<file path="src/rtl/silent_sequencer.sv">
// silent_sequencer: frame-level controller for the silencer step calculator.
//
// On a frame trigger it applies the shadowed silencer settings, pulses
// DIN_VALID, streams DEPTH {intensity, phase} samples out of the drive buffer
// and then waits for the calculator to return DEPTH DOUT_VALID beats.  A
// single early trigger is queued; further triggers while busy are dropped.
// A watchdog aborts a frame whose results never arrive.
//
// Ports:
//   CLK, RST                       clock, synchronous active-high reset
//   UPDATE                         frame trigger
//   SET_UPDATE, SET_*              shadow-register load strobe and values
//   MEM_ADDR / MEM_DATA            drive-buffer read port (1-cycle latency)
//   DIN_VALID                      start pulse to the calculator
//   INTENSITY_OUT / PHASE_OUT      streamed sample
//   *_FIXED, *_S                   settings applied for the current frame
//   CALC_DOUT_VALID                calculator result beat
//   BUSY, FRAME_DONE, TIMEOUT_ERR  status
//
// Build option: define SILENT_SEQ_OVERRUN_CNT_EN to add OVERRUN_CLR and the
// saturating dropped-trigger counter OVERRUN_CNT.
module silent_sequencer #(
  parameter int DEPTH         = 249,
  parameter int DRAIN_TIMEOUT = 1024
) (
  input  logic                     CLK,
  input  logic                     RST,
  input  logic                     UPDATE,
  input  logic                     SET_UPDATE,
  input  logic [15:0]              SET_UPDATE_RATE_INTENSITY,
  input  logic [15:0]              SET_UPDATE_RATE_PHASE,
  input  logic [15:0]              SET_COMPLETION_STEPS_INTENSITY,
  input  logic [15:0]              SET_COMPLETION_STEPS_PHASE,
  input  logic                     SET_FIXED_COMPLETION_STEPS,
  output logic [$clog2(DEPTH)-1:0] MEM_ADDR,
  input  logic [23:0]              MEM_DATA,
  output logic                     DIN_VALID,
  output logic [15:0]              INTENSITY_OUT,
  output logic [7:0]               PHASE_OUT,
  output logic [15:0]              UPDATE_RATE_INTENSITY_FIXED,
  output logic [15:0]              UPDATE_RATE_PHASE_FIXED,
  output logic [15:0]              COMPLETION_STEPS_INTENSITY_S,
  output logic [15:0]              COMPLETION_STEPS_PHASE_S,
  output logic                     FIXED_COMPLETION_STEPS_S,
  input  logic                     CALC_DOUT_VALID,
  output logic                     BUSY,
  output logic                     FRAME_DONE,
  output logic                     TIMEOUT_ERR
`ifdef SILENT_SEQ_OVERRUN_CNT_EN
  ,
  input  logic                     OVERRUN_CLR,
  output logic [15:0]              OVERRUN_CNT
`endif
);

  localparam int AW = $clog2(DEPTH);
  localparam int CW = $clog2(DEPTH + 1);
  localparam int TW = $clog2(DRAIN_TIMEOUT + 1);

  localparam logic [AW-1:0] LAST_IDX  = AW'(DEPTH - 1);
  localparam logic [CW-1:0] BEAT_FULL = CW'(DEPTH);
  localparam logic [TW-1:0] WD_LAST   = TW'(DRAIN_TIMEOUT - 1);

  typedef enum logic [1:0] {IDLE, LOAD, STREAM, DRAIN} state_t;

  state_t        state_q, state_d;
  logic [AW-1:0] k_q;
  logic [CW-1:0] beat_q;
  logic [TW-1:0] wd_q;
  logic          pending_q;
  logic          start;
  logic          wd_expire;

  logic [15:0]   sh_rate_i, sh_rate_p, sh_steps_i, sh_steps_p;
  logic          sh_fixed;
  logic [15:0]   src_rate_i, src_rate_p, src_steps_i, src_steps_p;
  logic          src_fixed;

  logic [15:0]   intensity_p1;
  logic [7:0]    phase_p1;

  // A zero completion-step count would divide by zero in the calculator.
  function automatic logic [15:0] clamp_steps(input logic [15:0] v);
    return (v == 16'd0) ? 16'd1 : v;
  endfunction

  // A strobe coincident with the start wins over the older shadow contents.
  always_comb begin
    src_rate_i  = SET_UPDATE ? SET_UPDATE_RATE_INTENSITY      : sh_rate_i;
    src_rate_p  = SET_UPDATE ? SET_UPDATE_RATE_PHASE          : sh_rate_p;
    src_steps_i = SET_UPDATE ? SET_COMPLETION_STEPS_INTENSITY : sh_steps_i;
    src_steps_p = SET_UPDATE ? SET_COMPLETION_STEPS_PHASE     : sh_steps_p;
    src_fixed   = SET_UPDATE ? SET_FIXED_COMPLETION_STEPS     : sh_fixed;
  end

  always_comb begin
    state_d    = state_q;
    DIN_VALID  = 1'b0;
    MEM_ADDR   = '0;
    FRAME_DONE = 1'b0;
    start      = 1'b0;
    wd_expire  = 1'b0;
    case (state_q)
      IDLE: begin
        if (UPDATE || pending_q) begin
          start   = 1'b1;
          state_d = LOAD;
        end
      end
      LOAD: begin
        DIN_VALID = 1'b1;
        state_d   = STREAM;
      end
      STREAM: begin
        // Address runs one ahead of the sample index to hide the read latency.
        MEM_ADDR = (k_q == LAST_IDX) ? LAST_IDX : k_q + 1'b1;
        if (k_q == LAST_IDX) state_d = DRAIN;
      end
      DRAIN: begin
        if (beat_q == BEAT_FULL) begin
          FRAME_DONE = 1'b1;
          state_d    = IDLE;
        end else if (wd_q == WD_LAST) begin
          wd_expire = 1'b1;
          state_d   = IDLE;
        end
      end
      default: state_d = IDLE;
    endcase
  end

  assign BUSY = (state_q != IDLE);

  always_ff @(posedge CLK) begin
    if (RST) begin
      state_q     <= IDLE;
      k_q         <= '0;
      beat_q      <= '0;
      wd_q        <= '0;
      pending_q   <= 1'b0;
      TIMEOUT_ERR <= 1'b0;
    end else begin
      state_q <= state_d;
      k_q     <= (state_q == STREAM) ? k_q + 1'b1 : '0;
      wd_q    <= (state_q == DRAIN) ? wd_q + 1'b1 : '0;
      // Fixed-mode results can start during STREAM, so beats count from LOAD.
      if (state_q == IDLE)
        beat_q <= '0;
      else if (CALC_DOUT_VALID && beat_q != BEAT_FULL)
        beat_q <= beat_q + 1'b1;
      if (start)
        pending_q <= 1'b0;
      else if (BUSY && UPDATE)
        pending_q <= 1'b1;
      if (wd_expire) TIMEOUT_ERR <= 1'b1;
    end
  end

  always_ff @(posedge CLK) begin
    if (RST) begin
      sh_rate_i                    <= 16'hFFFF;
      sh_rate_p                    <= 16'hFFFF;
      sh_steps_i                   <= 16'd1;
      sh_steps_p                   <= 16'd1;
      sh_fixed                     <= 1'b0;
      UPDATE_RATE_INTENSITY_FIXED  <= 16'hFFFF;
      UPDATE_RATE_PHASE_FIXED      <= 16'hFFFF;
      COMPLETION_STEPS_INTENSITY_S <= 16'd1;
      COMPLETION_STEPS_PHASE_S     <= 16'd1;
      FIXED_COMPLETION_STEPS_S     <= 1'b0;
    end else begin
      if (SET_UPDATE) begin
        sh_rate_i  <= SET_UPDATE_RATE_INTENSITY;
        sh_rate_p  <= SET_UPDATE_RATE_PHASE;
        sh_steps_i <= SET_COMPLETION_STEPS_INTENSITY;
        sh_steps_p <= SET_COMPLETION_STEPS_PHASE;
        sh_fixed   <= SET_FIXED_COMPLETION_STEPS;
      end
      // Applied settings only change on leaving IDLE: stable for a whole frame.
      if (start) begin
        UPDATE_RATE_INTENSITY_FIXED  <= src_rate_i;
        UPDATE_RATE_PHASE_FIXED      <= src_rate_p;
        COMPLETION_STEPS_INTENSITY_S <= clamp_steps(src_steps_i);
        COMPLETION_STEPS_PHASE_S     <= clamp_steps(src_steps_p);
        FIXED_COMPLETION_STEPS_S     <= src_fixed;
      end
    end
  end

  // Stage p1: registered read data, forced to zero outside the stream window.
  always_ff @(posedge CLK) begin
    if (RST || state_q != STREAM) begin
      intensity_p1 <= '0;
      phase_p1     <= '0;
    end else begin
      intensity_p1 <= MEM_DATA[23:8];
      phase_p1     <= MEM_DATA[7:0];
    end
  end

  assign INTENSITY_OUT = intensity_p1;
  assign PHASE_OUT     = phase_p1;

`ifdef SILENT_SEQ_OVERRUN_CNT_EN
  logic drop;
  assign drop = BUSY && UPDATE && pending_q;

  always_ff @(posedge CLK) begin
    if (RST)
      OVERRUN_CNT <= '0;
    else if (OVERRUN_CLR)
      OVERRUN_CNT <= drop ? 16'd1 : 16'd0;
    else if (drop && OVERRUN_CNT != 16'hFFFF)
      OVERRUN_CNT <= OVERRUN_CNT + 16'd1;
  end
`endif

endmodule
</file>
<file path="config.mk">
export PLATFORM = sky130hd
export DESIGN_NAME = silent_sequencer
export DESIGN_NICKNAME = d
export VERILOG_FILES = /design/src/rtl/silent_sequencer.sv
export SDC_FILE = /design/constraint.sdc
export NUM_CORES = 1
export LEC_CHECK = 0
export BUFFER_PORTS_ARGS = -buffer_cell sky130_fd_sc_hd__buf_4
export CAP_MARGIN = 5
export CORE_ASPECT_RATIO = 1.2
export CORE_UTILIZATION = 35
export DETAILED_ROUTE_END_ITERATION = 12
export HOLD_SLACK_MARGIN = 0.02
export PLACE_DENSITY_LB_ADDON = 0.2
export SYNTH_ARGS = -nofsm -noshare
export SYNTH_HDL_FRONTEND = slang
export SYNTH_SLANG_ARGS = --single-unit
</file>
<file path="constraint.sdc">
create_clock -name CLK -period 1.7 [get_ports CLK]
set_input_delay 0.34 -clock CLK [delete_from_list [all_inputs] [get_ports CLK]]
set_output_delay 0.34 -clock CLK [all_outputs]
set_load 0.05 [all_outputs]
</file>
==> flow_summary.json, run 1 <==
{
  "period_minus_slack_ns": 1.95,
  "top_layer": "met4",
  "synth_edf_count": 0,
  "crit_path_top_delay_cell": "dfxtp_4",
  "criticalPathCategory": "reg -> out",
  "core_um2": 18400,
  "fmax_mhz": 513,
  "antenna_found_initial": 0,
  "vias_per_cell": 4.83,
  "status": "finished, violations left",
  "cap_viol_max_count": 0,
  "slew_violations": 0,
  "dominantRegCellSynth": "dfxtp_1",
  "grt_pass1_vias": 5394,
  "htree_levels": 4,
  "final_cell_mix": "buf_4 (205), dfxtp_1 (171), nor2_1 (91), mux2i_1 (35), a211o_1 (34)",
  "grt_max_degree": 62,
  "path_clk_slew_ns": 0.07,
  "dr.pass1.iters": 4,
  "yosysTopAreaCellShare_pct": 55.5,
  "instances_no_fill": 1102,
  "fin_skew_ns": 0.00725,
  "hold_class": "in -> reg",
  "fin_total_pwr_mw": 15.2,
  "synth-async-reset-ratio_pct": 0,
  "drt_iter0_markers": 235,
  "cpPeakStageDelay_ns": 0.37,
  "worstPathRequired_ns": 1.36,
  "grt_usage_pct": 16.7,
  "cp_max_fo": 4,
  "cts_buffer_depth": 2,
  "numPortBuffers": 194,
  "hpwl_um": 11700,
  "wl_per_cell_um": 14.7,
  "worst_pin_slew_ns": 0.683,
  "p_per_area_nw_per_um2": 1610,
  "grt_overflow": 0,
  "met3_wirelength_um": 869,
  "route.layer.met1.wl_um": 6910,
  "startpoint_type": "register",
  "wl_um": 16200,
  "gp_congestion": 0.812,
  "cp-end-kind": "primary output",
  "fin_nets": 941,
  "final_common_cell": "buf_4",
  "synth.yosys.seq_area_share_pct": 55.5,
  "fp.dieArea_um2": 19600,
  "cts_inserted_buffers": 17,
  "nFillCells": 1698,
  "crit_top_cell": "buf_6",
  "die_h_um": 153,
  "drive_gt1_share_pct": 36.2,
  "syn_avg_cell_area_um2": 10.5,
  "ir_worst_vdd_v": 0.000794,
  "drc": 0,
  "cp_cell_sequence": "inv_4 > ha_4 > nand2_4 > o31ai_4 > buf_6 > nor2_4 > buf_6",
  "rsz0062_at_grt": "true",
  "ant_nets": 0,
  "violations": "negative setup slack",
  "syn_nets": 741,
  "postSynthCellCount": 637,
  "cts_tree": "yes",
  "met2_length_um": 8230,
  "yosysWarnings": 0,
  "timing.hold.ws_ns": 0.119,
  "relSlewSlack_pct": 54.3,
  "grt_pass1_wl_um": 26100,
  "ys_ff_latch": 185,
  "ios": 195,
  "p_leak_nw": 4.02,
  "multi_input_area_um2": 2910,
  "ys_types": 46,
  "die_w_um": 128,
  "worstPathArrival_ns": 1.61,
  "setup-tns-final_ns": -1.77,
  "clkSinkCount": 185,
  "pre_cts_ws_ns": -0.144,
  "placedCellCount": 1059,
  "syn_to_final_growth_pct": 40.8,
  "clock-root-buffer": "clkbuf_16",
  "post-route-period-util_pct": 115,
  "setup_violations": 9,
  "post-synth-top-area-cell": "dfxtp_1",
  "worst_slack_ns": -0.248,
  "ff_latch_area_um2": 3730,
  "hold_viol": 0,
  "antennaDiodeCount": 0,
  "row_count": 54,
  "insertion_delay_ns": 0.42,
  "syn-cell-area_um2": 6680,
  "ys_top_cells_by_area": "dfxtp_1 (55%), nor2_1 (5.3%), mux2i_1 (5.2%)",
  "vias": 5323,
  "initial_core_util_pct": 36.2
}
==> per-layer routing <==
metal,vias up,GRT usage (%)
met5,-,0
met4,0,5.60
met3,16,4.55
met2,139,29.5
met1,2542,19.2
li1,2626,-
==> sequential cells by signal, indices dropped and copies added (netlist names) <==
register	cells
UPDATE_RATE_PHASE_FIXED	16
INTENSITY_OUT	16
sh_rate_p	16
COMPLETION_STEPS_PHASE_S	16
FIXED_COMPLETION_STEPS_S	1
sh_fixed	1
COMPLETION_STEPS_INTENSITY_S	16
sh_steps_p	16
wd_q	11
UPDATE_RATE_INTENSITY_FIXED	16
sh_rate_i	16
k_q	8
beat_q	8
PHASE_OUT	8
pending_q	1
TIMEOUT_ERR	1
state_q	2
sh_steps_i	16
==> repair_timing <==
item / in CTS / in global routing
buffers inserted: 10 / 1
hold endpoints to repair: 0 / 0
hold buffers: 0 / 0
pin swaps: 10 / 5
endpoints found under the setup margin: 35 / 12
gates resized for setup: 51 / 10
==> cell usage after synthesis (9+ instances only) <==
cell type	instances
a211o_1	34
a211oi_1	31
a22o_1	30
and2_1	24
buf_2	11
clkbuf_1	21
dfxtp_1	185
ha_1	10
inv_1	9
mux2i_1	35
nand2_1	9
nor2_1	95
nor2b_1	39
nor4_1	13
xor2_1	12
==> kinds of logic (layout without fill, tap and decap cells) <==
kind of cell,count (synthesis),count (layout),synth area share [%]
buffers and inverters,52,265,3.54
xor gates and xnor gates,17,17,2.23
DFF,185,185,55.5
and+or+nand+nor,219,219,16.9
muxes,36,36,5.42
adders and majority gates,10,10,1.87
AOI/OAI and AO/OA,118,118,14.5
==> report_power, final <==
part / switching (mW) / internal [mW]
sequential: 0.432 / 5.13
clock: 1.81 / 2.13
combinational: 3.75 / 1.92
total: 5.99 / 9.18
==> area by class of cell <==
class,count,area share [%]
timing repair buffer,224,19.3
multi-input combinational,400,30.9
inverter,9,0.453
tap,252,3.36
sequential,185,39.7
clock inverter,14,1.62
clock buffer,18,4.67
==> worst max-delay path, delay by kind of cell (launching register included) <==
| kind | cells | cell delay, ns |
|---|---|---|
| adders and majority gates | 1 | 0.13 |
| AOI/OAI and AO/OA | 1 | 0.24 |
| and+or+nand+nor | 2 | 0.08 |
| buffers and inverters | 3 | 0.37 |
| DFF | 1 | 0.37 |
==> path summary, 6_finish.rpt <==
check,from,endpoint,slack (ns),cells past startpoint
min reg2reg,UPDATE_RATE_PHASE_FIXED[15],UPDATE_RATE_PHASE_FIXED[15],0.47,1
max,k_q[0],MEM_ADDR[2],-0.25,7
max reg2reg,wd_q[0],state_q[1],0.12,5
min,MEM_DATA[3],PHASE_OUT[3],0.12,2
==> metrics by stage <==
step / utilization, % / area (um2)
after CTS: 50.7 / 9360
after floorplan: - / 6730
after global routing: 50.9 / 9400
after detailed placement: 46.2 / 8520
after global placement: 46.2 / 8520
final: 50.9 / 9400
Note: power is estimated with default switching activity, not from simulation.
==> run 2: changes to the inputs <==
--- a/config.mk
+++ b/config.mk
@@ -9,6 +9,7 @@
 export CAP_MARGIN = 5
 export CORE_ASPECT_RATIO = 1.2
 export CORE_UTILIZATION = 35
+export CTS_BUF_LIST = sky130_fd_sc_hd__clkbuf_4
 export DETAILED_ROUTE_END_ITERATION = 12
 export HOLD_SLACK_MARGIN = 0.02
 export PLACE_DENSITY_LB_ADDON = 0.2
==> run 2 against run 1 <==
Effect of this change: the run still ends with negative setup slack left; largest power group unchanged; total power decreased by 8.1%; cell area grew 6.5%; worst hold slack got worse by 0.031 ns; fmax down 5.8%.
==> flow_summary.json, run 2 (same netlist as run 1, synthesis figures left out) <==
{
  "cpPeakStageDelay_ns": 0.38,
  "fin_skew_ns": 0.0145,
  "violations": "negative setup slack",
  "reg2reg_from": "state_q[0]",
  "startpoint_type": "register",
  "core_um2": 18400,
  "fmax_mhz": 483,
  "period_minus_slack_ns": 2.07,
  "htree_levels": 4,
  "clkSinkCount": 185,
  "gp_congestion": 0.812,
  "crit_buf_inv": 2,
  "dpl-instance-area_um2": 8520,
  "die_h_um": 153,
  "hold_viol": 0,
  "ff2ff_setup_slack_ns": -0.02,
  "cp_max_fo": 4,
  "post-route-period-util_pct": 122,
  "reg2reg_depth": 9,
  "path_clk_slew_ns": 0.15,
  "placedCellCount": 1059,
  "critPathLaunch": "k_q[3]",
  "grt_pass1_wl_um": 27300,
  "drive_gt1_share_pct": 34.4,
  "final_cell_mix": "buf_4 (207), dfxtp_1 (171), nor2_1 (91), dlygate4sd3_1 (81), mux2i_1 (35)",
  "p_leak_nw": 4.25,
  "row_count": 54,
  "grt_usage_pct": 17.5,
  "worst_pin_slew_ns": 0.706,
  "worstHoldEndpoint": "sh_steps_i[2]",
  "grt_max_degree": 62,
  "stdcell_area_um2": 10000,
  "numPortBuffers": 194,
  "ios": 195,
  "insertion_delay_ns": 0.54,
  "ff_latch_area_um2": 3740,
  "cts_inserted_buffers": 17,
  "cts_buffer_depth": 2,
  "p_per_area_nw_per_um2": 1390,
  "multi_input_area_um2": 2970,
  "vias_per_cell": 4.77,
  "pre_cts_ws_ns": -0.144,
  "clock-root-buffer": "clkbuf_4",
  "fin_total_pwr_mw": 13.9,
  "ir_worst_vdd_v": 0.000788,
  "nFillCells": 1637,
  "fp.dieArea_um2": 19600,
  "cp_top_family": "flip-flops",
  "final_common_cell": "buf_4",
  "worstPathArrival_ns": 1.73,
  "dr.pass1.iters": 5,
  "cap_viol_max_count": 0,
  "drt_iter0_markers": 173,
  "crit_path_top_delay_cell": "dfxtp_4",
  "drc": 0,
  "wl_per_cell_um": 14.5,
  "antenna_found_initial": 2,
  "rsz0062_at_grt": "true",
  "reg2reg_to": "COMPLETION_STEPS_INTENSITY_S[14]",
  "cp-end-kind": "primary output",
  "relSlewSlack_pct": 52.7,
  "hpwl_um": 11700,
  "cp_cell_sequence": "nand4_1 > o31ai_2 > buf_4 > nor2_4 > buf_6",
  "instances_no_fill": 1188,
  "vias": 5668,
  "status": "finished, violations left",
  "grt_overflow": 0,
  "die_w_um": 128,
  "hp-start": "SET_COMPLETION_STEPS_INTENSITY[2]",
  "fin_nets": 1025,
  "worst_slack_ns": -0.369,
  "initial_core_util_pct": 36.2,
  "grt_pass1_vias": 5723,
  "timing.hold.ws_ns": 0.0880,
  "min_path_cells": 3,
  "worstPathRequired_ns": 1.36,
  "cts_tree": "yes",
  "syn_to_final_growth_pct": 49.9,
  "setup_violations": 11,
  "criticalPathCategory": "reg -> out",
  "slew_violations": 0,
  "setup-tns-final_ns": -3.11,
  "ant_nets": 0,
  "fin_util_pct": 54.3,
  "hold_class": "in -> reg",
  "wl_um": 17200
}
==> run 2: cell count changes in the layout (fill, tap and decap cells not counted), moves of 2 or more <==
cell	previous run	this run
a211oi_1	31	23
a211oi_2	0	8
dfxtp_4	4	7
clkbuf_4	0	17
ha_4	5	7
dfxtp_2	10	7
dlygate4sd3_1	0	81
clkbuf_16	17	0
buf_4	205	207
diode_2	0	2
==> run 2: area by class of cell <==
cell class	count	share of cell area (%)
clock buffer	17	1.27
antenna	2	0.0500
multi-input combinational	400	29.7
sequential	185	37.4
tap	252	3.15
clock inverter	15	1.56
inverter	9	0.425
timing repair buffer	308	26.5
==> run 2: timing repair <==
| item | 4_1_cts | 5_1_grt |
|---|---|---|
| resized for setup | 58 | 21 |
| hold endpoints to repair | 81 | 0 |
| pin swaps | 7 | 5 |
| hold buffers | 81 | 0 |
| buffers inserted | 8 | 7 |
| setup endpoints to repair | 39 | 13 |
| cloned | 0 | 0 |
==> run 2: per-layer routing <==
layer	global-route usage [%]	up-vias	share of wire (%)
met2	31.6	159	52
met1	19.8	2695	42
met4	5.71	0	1.2
met5	0	-	0
li1	-	2801	-
met3	4.52	13	5.6
==> run 2: where the power goes <==
group | switching, mW | internal, mW | total, mW
Clock | 1.62 | 0.789 | 2.41
Combinational | 3.84 | 2.13 | 5.97
Sequential | 0.442 | 5.12 | 5.57
==> run 2: how the worst max path moves through the flow <==
stage	endpoint	slack [ns]	depth (start not counted)
global route	MEM_ADDR[7]	-0.53	5
global placement	INTENSITY_OUT[2]	-0.03	4
CTS	MEM_ADDR[2]	-0.47	7
finish	MEM_ADDR[2]	-0.37	5
floorplan	MEM_ADDR[0]	-0.11	5
detailed placement	PHASE_OUT[1]	-0.14	4
==> run 2: tightest hold or removal path, cell delays in order <==
cell     delay, ns
buf_4         0.09
mux2i_1       0.08
nor2_1        0.09
==> run 3: changes to the inputs <==
--- a/config.mk
+++ b/config.mk
@@ -7,7 +7,6 @@
 export LEC_CHECK = 0
 export BUFFER_PORTS_ARGS = -buffer_cell sky130_fd_sc_hd__buf_4
 export CAP_MARGIN = 5
-export CORE_ASPECT_RATIO = 1.2
 export CORE_UTILIZATION = 35
 export CTS_BUF_LIST = sky130_fd_sc_hd__clkbuf_4
 export DETAILED_ROUTE_END_ITERATION = 12
==> run 3 against run 2 <==
Effect of this change: the flow still finishes with violations (negative setup slack); via count up 0.69%; worst hold slack got worse by 0.0044 ns; total power up 0.75%; sequential power about the same; utilization shrank 0.39 points; cell area rose by 0.69%; combinational power decreased by 2%; global-route usage increased by 0.51 points; sequential cell count unchanged; clock skew grew 0.010 ns; critical path depth increased by 1; setup slack got worse by 0.090 ns; largest power group unchanged.
==> flow_summary.json, run 3 (same netlist as run 1, synthesis figures left out) <==
{
  "instances_no_fill": 1178,
  "startpoint_type": "register",
  "grt_pass1_wl_um": 28100,
  "htree_levels": 4,
  "fin_total_pwr_mw": 14.0,
  "ir_worst_vdd_v": 0.000822,
  "cts_buffer_depth": 2,
  "met2_usage_pct": 31.6,
  "drive_gt1_share_pct": 34.0,
  "dr.pass1.iters": 5,
  "dpl-instance-area_um2": 8540,
  "stdcell_area_um2": 10100,
  "worstPathRequired_ns": 1.36,
  "setup-tns-final_ns": -3.67,
  "path_clk_slew_ns": 0.13,
  "grt_pass1_vias": 5824,
  "clkSinkCount": 185,
  "grt_overflow": 0,
  "worst_pin_slew_ns": 0.736,
  "die_h_um": 140,
  "nFillCells": 1634,
  "hold_viol": 0,
  "hp-start": "SET_COMPLETION_STEPS_INTENSITY[13]",
  "fin_skew_ns": 0.0246,
  "worstPathArrival_ns": 1.82,
  "clock-root-buffer": "clkbuf_4",
  "gr-usage-met1_pct": 21.0,
  "vias": 5707,
  "p_leak_nw": 4.31,
  "hpwl_um": 11800,
  "core_um2": 18700,
  "grt_usage_pct": 18.0,
  "insertion_delay_ns": 0.56,
  "p_per_area_nw_per_um2": 1390,
  "drc": 0,
  "cp-end-kind": "primary output",
  "busiest_layer": "met2",
  "rsz0062_at_grt": "true",
  "antenna_found_initial": 1,
  "cap_viol_max_count": 0,
  "period_minus_slack_ns": 2.16,
  "final_common_cell": "buf_4",
  "syn_to_final_growth_pct": 51.0,
  "final_cell_mix": "buf_4 (213), dfxtp_1 (172), nor2_1 (90), dlygate4sd3_1 (84), mux2i_1 (35)",
  "cts_inserted_buffers": 17,
  "initial_core_util_pct": 35.7,
  "criticalPathCategory": "reg -> out",
  "gp_congestion": 0.758,
  "setup_violations": 10,
  "vias_per_cell": 4.84,
  "wl_per_cell_um": 14.8,
  "row_count": 50,
  "reg2reg_from": "beat_q[1]",
  "numPortBuffers": 194,
  "grt_max_degree": 63,
  "relSlewSlack_pct": 50.7,
  "drt_iter0_markers": 189,
  "hold_class": "in -> reg",
  "cts_tree": "yes",
  "critPathLaunch": "k_q[6]",
  "ant_nets": 0,
  "worst_slack_ns": -0.459,
  "fmax_mhz": 463,
  "slew_violations": 0,
  "cp_max_fo": 2,
  "met3_usage_pct": 4.79,
  "ios": 195,
  "post-route-period-util_pct": 127,
  "wl_um": 17400,
  "violations": "negative setup slack",
  "die_w_um": 140,
  "status": "finished, violations left",
  "multi_input_area_um2": 2990,
  "fp.dieArea_um2": 19600,
  "pre_cts_ws_ns": -0.263,
  "placedCellCount": 1050,
  "ff_latch_area_um2": 3720,
  "fin_nets": 1035
}
run 3: cell count changes in the layout (fill, tap and decap cells not counted), sizes merged:
cell | previous run | this run
buf | 227 | 234
bufinv | 1 | 3
clkinv | 3 | 2
clkinvlp | 4 | 2
diode | 2 | 1
dlygate4sd3 | 81 | 84
run 3: routing by layer:
metal  vias up  part of all wire [%]
met1      2711                    43
met2       149                    50
met4         0                   2.0
met3        30                   4.7
met5         -                     0
li1       2817                     -
run 3: path summary, 6_finish.rpt:
check	endpoint	slack, ns	cells after the start
setup / recovery	MEM_ADDR[2]	-0.46	6
setup reg to reg	state_q[1]	0.09	7
hold reg to reg	wd_q[0]	0.48	1
hold / removal	sh_steps_i[13]	0.08	3
run 3: metrics by stage:
| stage | util (%) | hold WS, ns |
|---|---|---|
| detailed placement | 45.7 | 0.463 |
| finish | 53.9 | 0.0836 |
| global placement | 45.7 | 0.439 |
| floorplan | - | 0.426 |
| CTS | 53.5 | 0.0277 |
| global route | 53.9 | 0.0392 |
run 3: layout make-up:
class / count / area share, %
Sequential cell: 185 / 37.0
Multi-Input combinational cell: 400 / 29.7
Timing Repair Buffer: 318 / 26.9
Tap cell: 234 / 2.91
Clock inverter: 14 / 1.81
Clock buffer: 17 / 1.27
Inverter: 9 / 0.397
Antenna cell: 1 / 0.0248
run 3: what timing repair did:
item                                    CTS  global route
endpoints found under the setup margin   36            14
cloned                                    0             0
pin swaps                                11             6
endpoints found under the hold margin    84             0
resized for setup                        60            13
setup buffers                            11             2
hold buffers                             84             0
run 3: critical path, cell delays in order, from the launching register on:
cell and delay [ns]:
dfxtp_2 0.35, nand4_1 0.15, buf_4 0.18, o31ai_4 0.25
buf_6 0.16, nor2_4 0.03, buf_6 0.16
run 3: power by group:
group,internal [mW],total (mW),switching [mW]
logic,2.06,5.87,3.82
registers,5.13,5.55,0.417
clock network,1.06,2.63,1.57
total,8.24,14.0,5.81
